$ cat src/rtl/detector_botoes.sv
// Keypad front end: synchronises and debounces the 9 board buttons and emits one
// 1-cycle strobe with a clean one-hot vector for each accepted single press.
module detector_botoes #(
    parameter int DEBOUNCE_CICLOS = 4
) (
    input  logic       clock,
    input  logic       reset,
    input  logic [8:0] botoes_in,
    input  logic       habilita,
    output logic [8:0] botoes_out,
    output logic       pulso,
    output logic       rejeitado,
    output logic [1:0] db_estado
);

    localparam int CW = $clog2(DEBOUNCE_CICLOS) + 1;
    localparam logic [CW-1:0] CNT_MAX = CW'(DEBOUNCE_CICLOS - 1);

    typedef enum logic [1:0] {
        OCIOSO = 2'd0,
        FILTRA = 2'd1,
        ESPERA = 2'd2
    } estado_t;

    estado_t       r_estado;
    logic [8:0]    r_s1;
    logic [8:0]    r_s2;
    logic [8:0]    r_candidato;
    logic [CW-1:0] r_cnt;
    logic [8:0]    r_botoes_out;
    logic          r_pulso;
    logic          r_rejeitado;

    logic          w_um_quente;
    logic          w_vazio;

    assign w_vazio     = (r_s2 == 9'd0);
    assign w_um_quente = !w_vazio && ((r_s2 & (r_s2 - 9'd1)) == 9'd0);

    always_ff @(posedge clock or posedge reset) begin
        if (reset) begin
            r_s1 <= 9'd0;
            r_s2 <= 9'd0;
        end else begin
            r_s1 <= botoes_in;
            r_s2 <= r_s1;
        end
    end

    // Reset lands in ESPERA so a button held through reset must be released first.
    always_ff @(posedge clock or posedge reset) begin
        if (reset) begin
            r_estado     <= ESPERA;
            r_candidato  <= 9'd0;
            r_cnt        <= '0;
            r_botoes_out <= 9'd0;
            r_pulso      <= 1'b0;
            r_rejeitado  <= 1'b0;
        end else begin
            r_botoes_out <= 9'd0;
            r_pulso      <= 1'b0;
            r_rejeitado  <= 1'b0;
            case (r_estado)
                OCIOSO: begin
                    if (w_um_quente) begin
                        r_candidato <= r_s2;
                        r_cnt       <= '0;
                        r_estado    <= FILTRA;
                    end
                end
                FILTRA: begin
                    if (r_s2 != r_candidato) begin
                        r_estado <= OCIOSO;
                    end else if (r_cnt < CNT_MAX) begin
                        r_cnt <= r_cnt + 1'b1;
                    end else begin
                        r_cnt    <= '0;
                        r_estado <= ESPERA;
                        if (habilita) begin
                            r_pulso      <= 1'b1;
                            r_botoes_out <= r_candidato;
                        end else begin
                            r_rejeitado <= 1'b1;
                        end
                    end
                end
                ESPERA: begin
                    if (!w_vazio) begin
                        r_cnt <= '0;
                    end else if (r_cnt >= CNT_MAX) begin
                        r_estado <= OCIOSO;
                    end else begin
                        r_cnt <= r_cnt + 1'b1;
                    end
                end
                default: begin
                    r_cnt    <= '0;
                    r_estado <= ESPERA;
                end
            endcase
        end
    end

    assign botoes_out = r_botoes_out;
    assign pulso      = r_pulso;
    assign rejeitado  = r_rejeitado;
    assign db_estado  = r_estado;

endmodule

$ cat config.mk
export PLATFORM = sky130hd
export DESIGN_NAME = detector_botoes
export DESIGN_NICKNAME = d
export VERILOG_FILES = /design/src/rtl/detector_botoes.sv
export SDC_FILE = /design/constraint.sdc
export NUM_CORES = 1
export LEC_CHECK = 0
export CORE_MARGIN = 1.5
export CORE_UTILIZATION = 30
export CTS_BUF_LIST = sky130_fd_sc_hd__clkbuf_4 sky130_fd_sc_hd__clkbuf_8
export DETAILED_ROUTE_END_ITERATION = 8
export GPL_TIMING_DRIVEN = 0
export MAX_ROUTING_LAYER = met4
export SYNTH_ARGS = -nofsm -noshare
export SYNTH_HDL_FRONTEND = slang
export SYNTH_SLANG_ARGS = --single-unit
$ cat constraint.sdc
create_clock -name clock -period 5.9 [get_ports clock]
set_input_delay 1.77 -clock clock [delete_from_list [all_inputs] [get_ports clock]]
set_output_delay 1.77 -clock clock [all_outputs]
set_load 0.005 [all_outputs]
==> results of run 1 <==
cell type report:
type | instances | area [um2] | area share
clock inverters | 2 | 37.5 | 0.0171
repair buffers | 24 | 240 | 0.110
multi-input cells | 79 | 656 | 0.299
inverters | 5 | 18.8 | 0.00856
well taps | 72 | 90.1 | 0.0411
flip-flops and latches | 43 | 1080 | 0.491
clock buffers | 5 | 68.8 | 0.0314
plain buffers | 1 | 5.00 | 0.00228
cell usage in the layout (no fill, tap or decap), types with 2 or more instances in the layout:
| cell | instances |
|---|---|
| a211oi_1 | 2 |
| a21o_1 | 2 |
| a21oi_1 | 2 |
| and2_1 | 9 |
| and3_1 | 2 |
| clkbuf_8 | 5 |
| clkdlybuf4s50_1 | 24 |
| dfrtp_1 | 42 |
| ha_1 | 6 |
| inv_1 | 4 |
| mux2_1 | 9 |
| mux2_2 | 3 |
| nand2_1 | 5 |
| nand4_1 | 2 |
| nor2_1 | 6 |
| nor3_1 | 3 |
| o21ai_0 | 3 |
| o22ai_1 | 2 |
| xnor2_1 | 9 |
state kept, by name (all words and copies together), names as in the netlist:
register / flops
db_estado: 2
r_cnt: 3
r_candidato: 9
pulso: 1
r_s1: 9
rejeitado: 1
r_s2: 9
botoes_out: 9
path summary, 6_finish.rpt:
path	end	startpoint	depth (start not counted)	slack (ns)
max reg2reg	r_cnt[0]$_DFFE_PP0P_	r_s2[1]$_DFF_PP0_	6	3.80
min reg2reg	r_s2[8]$_DFF_PP0_	r_s1[8]$_DFF_PP0_	0	0.35
min	r_s2[8]$_DFF_PP0_	r_s1[8]$_DFF_PP0_	0	0.35
max in group asynchronous	botoes_out[0]$_DFF_PP0_	reset	2	3.40
min in group asynchronous	r_candidato[7]$_DFFE_PP0P_	reset	2	1.97
max	db_estado[1]	db_estado[1]$_DFFE_PP1P_	1	2.77
stage by stage:
step                      cells  cell area, um2  setup WS (ns)  total power [W]
final                       231            2190           2.77         0.000701
after global routing        231            2190           2.72         0.000744
after CTS                   231            2190           2.75         0.000711
after detailed placement    224            2090           2.99         0.000490
after global placement      224            2090           2.33         0.000483
after floorplan             128            1760           3.13         0.000450
layer usage:
metal,vias to the layer above,share of wire
li1,497,-
met1,480,0.43
met2,22,0.50
met3,4,0.048
met4,0,0.014
met5,-,0
report_power, final:
part	switching (W)	internal, W
registers	0.0000298	0.000328
clock network	0.0000931	0.000124
logic	0.0000576	0.0000693
total	0.000181	0.000521
cells in the mapped netlist:
library cell  count
inv_1             5
buf_2             1
a21oi_4           1
nor2_1            6
and2_1            9
a21o_1            2
xnor2_1           9
xor2_1            1
a2bb2oi_1         1
o211ai_4          1
nor3_2            1
mux2i_4           1
a21oi_1           2
o21ai_0           3
and3_1            2
or2b_1            1
o21ai_2           1
o21bai_1          1
o22ai_1           2
ha_1              6
nand4_1           2
a211oi_1          2
mux2_2            3
nand2b_2          1
mux2_1            9
nand3_1           1
o31a_1            1
nand2_1           5
nor4_4            1
dfrtp_1          42
nor4_1            1
nor3_1            3
dfstp_2           1
cells by family after synthesis:
group                      after synthesis  share of synthesized area
xor gates and xnor gates                10                     0.0499
AOI/OAI and AO/OA                       17                     0.0791
buffers and inverters                    6                     0.0135
muxes                                   13                     0.0897
DFF                                     43                      0.613
adders and majority gates                6                     0.0427
and+or+nand+nor                         33                      0.112
==> impl_metrics.py, run 1 <==
metrics = {
    "status": {
        "status": "finished clean",
    },
    "die": {
        "pin_count": 25,
        "coreArea_um2": 5570,
        "die_area_um2": 6320,
        "dieHeight_um": 79.5,
        "rows": 27,
        "dieWidth_um": 79.5,
        "initial_core_util": 0.315,
    },
    "yosys": {
        "syn_area_um2": 1760,
        "yosysUniqueCellTypes": 33,
        "synth_area_per_cell_um2": 13.7,
        "ys_seq_area_frac": 0.613,
        "synthesis.nets": 146,
        "yosysWarningCount": 0,
        "synth.top_cell.area_share": 0.598,
        "syn_inst": 128,
        "ys_ff_latch": 43,
        "yosysTopAreaCell": "dfrtp_1",
        "synth_area_leaders": "dfrtp_1, mux2_1, xnor2_1",
    },
    "sta": {
        "fmax_mhz": 319,
        "tightest_slew_ns": 0.846,
        "period_needed_ns": 3.13,
        "grt_setup_unrepaired": "no",
        "finalSetupTns_ns": 0,
        "finalSetupViolCount": 0,
        "fin_hold_ws_ns": 0.349,
        "slew_headroom": 0.435,
        "period_share": 0.531,
        "finClkSkew_ns": 0.00827,
        "hold_viol": 0,
        "drv_slew": 0,
    },
    "job": {
        "maxCapViolations": 0,
    },
    "placed_design": {
        "place.detailed.hpwl_um": 1990,
        "io_buffers": 24,
        "gp_congestion": 0.727,
    },
    "finish": {
        "fin_nets": 177,
        "num-fill-cells": 515,
        "drive_above_1_share": 0.126,
        "area_growth_syn_to_layout_pct": 24.9,
        "fin_util": 0.393,
        "diodes": 0,
    },
    "clock_network": {
        "cts_root_buffer": "clkbuf_8",
        "postCtsSetupRepairBufs": 0,
        "clk_path_buf_depth": 2,
        "cts_made_buffers": 5,
        "cts_tree": "done",
        "cts.sinks": 43,
        "clk_transition_reported_paths_ns": 0.07,
        "cts-hold-fix-buffers": 0,
        "clock_latency_ns": 0.29,
        "h-tree-depth": 2,
        "cts_resized": 0,
    },
    "global_route": {
        "grt_start_max_net_pins": 44,
        "met3_usage": 0.0446,
        "grt_pass1_wl_um": 4780,
        "met2_usage": 0.164,
        "antenna_found_initial": 0,
        "grt_pass1_vias": 1072,
        "grt-busiest-layer": "met2",
        "use_met1": 0.116,
        "overflow": 0,
        "grt_usage": 0.105,
    },
    "drt": {
        "drc": 0,
        "routedWlPerCell_um": 11.8,
        "antenna_left": 0,
        "vias_per_cell": 4.34,
        "num_vias": 1003,
        "drt_iter0_markers": 63,
        "dr.pass1.iters": 4,
        "drt_wl_total_um": 2720,
    },
    "setup_path": {
        "cp_data_required_time_ns": 4.13,
        "start_kind": "flip-flop",
        "crit_buf_inv": 1,
        "critPathArrivalTime_ns": 1.36,
        "endpoint_kind": "output pin",
        "critPathKind": "flip-flop to output pin",
        "slowest_delay_ns": 0.57,
        "slowest_stage": "dfstp_2",
        "critPathMaxFanout": 5,
        "crit_family": "flip-flops",
        "crit_chain": "clkdlybuf4s50_1",
    },
    "power": {
        "cellLeakagePower_nw": 0.958,
        "peakVddDrop_mv": 0.158,
        "power_density_nw_per_um2": 320,
    },
    "hold_path": {
        "min_path_type": "flip-flop to flip-flop",
    },
}
Power figures use the tool's default switching activity.
==> inputs of run 2 (changes only) <==
Clock period 5.9 ns to 2.8 ns, I/O delays scaled along.
==> results of run 2 <==
Same layout as run 1 (identical final DEF). Status: finished clean.
Main changes from that run: setup slack after placement 2.99 ns -> 0.700 ns; setup slack after layout 2.77 ns -> 0.600 ns; register-to-register setup slack 3.80 ns -> 0.70 ns; total power 0.000701 W -> 0.00148 W; worst IR drop on VDD 0.158 mV -> 0.334 mV
==> inputs of run 3 (changes only) <==
Clock period 2.8 ns to 1.9 ns, I/O delays scaled along.
==> impl_metrics.py, run 3 (synthesis gave the netlist of run 1 again) <==
metrics = {
    "sta": {
        "period_needed_ns": 1.95,
        "hold_viol": 0,
        "period_share": 1.02,
        "tightest_slew_ns": 0.853,
        "fmax_mhz": 514,
        "finClkSkew_ns": 0.00821,
        "finalSetupViolCount": 12,
        "fin_ws_ns": -0.0467,
        "grt_setup_unrepaired": "yes",
        "slew_headroom": 0.430,
        "drv_slew": 0,
    },
    "status": {
        "violations": "setup timing",
        "status": "finished, violations left",
    },
    "drt": {
        "wl_met1_um": 1240,
        "dr_wl_met3_um": 143,
        "drt_wl_total_um": 2890,
        "drt_iter0_markers": 66,
        "routedWlPerCell_um": 12.1,
        "vias_per_cell": 4.45,
        "dr.pass1.iters": 4,
        "num_vias": 1067,
        "top_layer_used": "met4",
        "drc": 0,
        "wl_met2_um": 1470,
        "antenna_left": 0,
    },
    "clock_network": {
        "clk_transition_reported_paths_ns": 0.07,
        "cts_root_buffer": "clkbuf_8",
        "clock_latency_ns": 0.30,
        "clk_path_buf_depth": 2,
        "cts_made_buffers": 5,
        "cts-hold-fix-buffers": 0,
        "cts.sinks": 43,
        "h-tree-depth": 2,
        "cts_tree": "done",
    },
    "setup_path": {
        "slowest_stage": "dfrtp_2",
        "critPathArrivalTime_ns": 2.12,
        "endpoint_kind": "flip-flop",
        "start_kind": "flip-flop",
        "crit_chain": "nor4_4, nand2b_4, nor3_4, o21ai_4, a21oi_4, mux2_1",
        "critPathKind": "flip-flop to flip-flop",
        "cp_data_required_time_ns": 2.07,
        "critPathMaxFanout": 3,
        "slowest_delay_ns": 0.43,
    },
    "finish": {
        "final_cell_mix": "dfrtp_1, clkdlybuf4s50_1, mux2_4",
        "final_common_cell": "dfrtp_1",
        "area_growth_syn_to_layout_pct": 33.7,
        "fin_area_um2": 2350,
        "fin_util": 0.421,
        "drive_above_1_share": 0.250,
        "diodes": 0,
        "num-fill-cells": 499,
        "fin_nets": 186,
    },
    "global_route": {
        "grt_pass1_vias": 1150,
        "grt_usage": 0.113,
        "grt_start_max_net_pins": 44,
        "antenna_found_initial": 0,
        "grt_pass1_wl_um": 5220,
        "overflow": 0,
    },
    "power": {
        "peakVddDrop_mv": 0.498,
        "p_seq_frac": 0.486,
        "cellLeakagePower_nw": 1.07,
        "combPwrFrac": 0.215,
        "p_sw_w": 0.000584,
        "pwr-share-clk": 0.298,
        "swShare": 0.258,
        "power_density_nw_per_um2": 965,
        "p_int_w": 0.00168,
    },
    "die": {
        "dieWidth_um": 79.5,
        "initial_core_util": 0.315,
        "die_area_um2": 6320,
        "rows": 27,
        "coreArea_um2": 5570,
        "pin_count": 25,
        "dieHeight_um": 79.5,
    },
    "placed_design": {
        "post_dp_cell_area_um2": 2090,
        "io_buffers": 24,
        "place.detailed.hpwl_um": 1990,
        "gp_congestion": 0.727,
    },
    "hold_path": {
        "min_path_type": "flip-flop to flip-flop",
    },
    "job": {
        "maxCapViolations": 0,
    },
}
run 3: cell types whose count changed in the layout (fill, tap and decap cells not counted), moves of 3 or more:
cell / change
mux2_1: -8
mux2_2: -3
mux2_4: +11
buf_4: +7
run 3: layer usage:
metal	GRT usage	vias to the layer above
met5	-	-
li1	-	520
met4	0.0474	0
met3	0.0446	4
met1	0.127	519
met2	0.178	24
run 3: timing repair:
item,in CTS,in global routing
endpoints found under the setup margin,24,24
hold endpoints to repair,0,0
buffers inserted,9,0
gates resized for setup,21,1
pin swaps,6,1
run 3: power by group through the flow:
stage | clock (W) | sequential (W) | combinational [W]
2_1_floorplan | 0 | 0.00110 | 0.000294
3_3_place_gp | 0 | 0.00112 | 0.000382
3_5_place_dp | 0 | 0.00113 | 0.000396
4_1_cts | 0.000700 | 0.00110 | 0.000495
5_1_grt | 0.000750 | 0.00112 | 0.000532
6_report | 0.000676 | 0.00110 | 0.000488
run 3: critical path: cells and delay by family, from the launching register on:
kind            cells  cell delay (ns)
mux                 1             0.34
flops               1             0.43
simple gates        3             0.74
compound gates      2             0.31
run 3: final timing paths:
kind / start / endpoint / slack [ns] / cells past startpoint
max reg2reg: r_s2[4]$_DFF_PP0_ / r_cnt[0]$_DFFE_PP0P_ / -0.05 / 6
min: r_s1[8]$_DFF_PP0_ / r_s2[8]$_DFF_PP0_ / 0.35 / 0
min in group asynchronous: reset / r_candidato[7]$_DFFE_PP0P_ / 0.76 / 2
max: r_s2[4]$_DFF_PP0_ / r_cnt[0]$_DFFE_PP0P_ / -0.05 / 6
max in group asynchronous: reset / r_s2[4]$_DFF_PP0_ / 0.54 / 2
min reg2reg: r_s1[8]$_DFF_PP0_ / r_s2[8]$_DFF_PP0_ / 0.35 / 0
run 3: metrics by stage:
step	setup WS (ns)	cells	power (W)	setup TNS [ns]	hold slack (ns)
3_3_place_gp	-0.474	224	0.00150	-21.68	0.334
5_1_grt	-0.136	240	0.00240	-2.28	0.371
3_5_place_dp	-0.200	224	0.00152	-2.52	0.335
6_report	-0.0467	240	0.00227	-0.459	0.349
2_1_floorplan	-0.0178	128	0.00140	-0.0535	0.331
4_1_cts	-0.0458	240	0.00230	-0.0837	0.351
run 3: cell type report:
type                            count  area (um2)  share of cell area
Buffer                              1        5.00             0.00213
Clock buffer                        5        68.8              0.0293
Clock inverter                      2        37.5              0.0160
Inverter                            5        18.8             0.00799
Multi-Input combinational cell     79         731               0.311
Sequential cell                    43        1080               0.460
Tap cell                           72        90.1              0.0384
Timing Repair Buffer               33         318               0.135
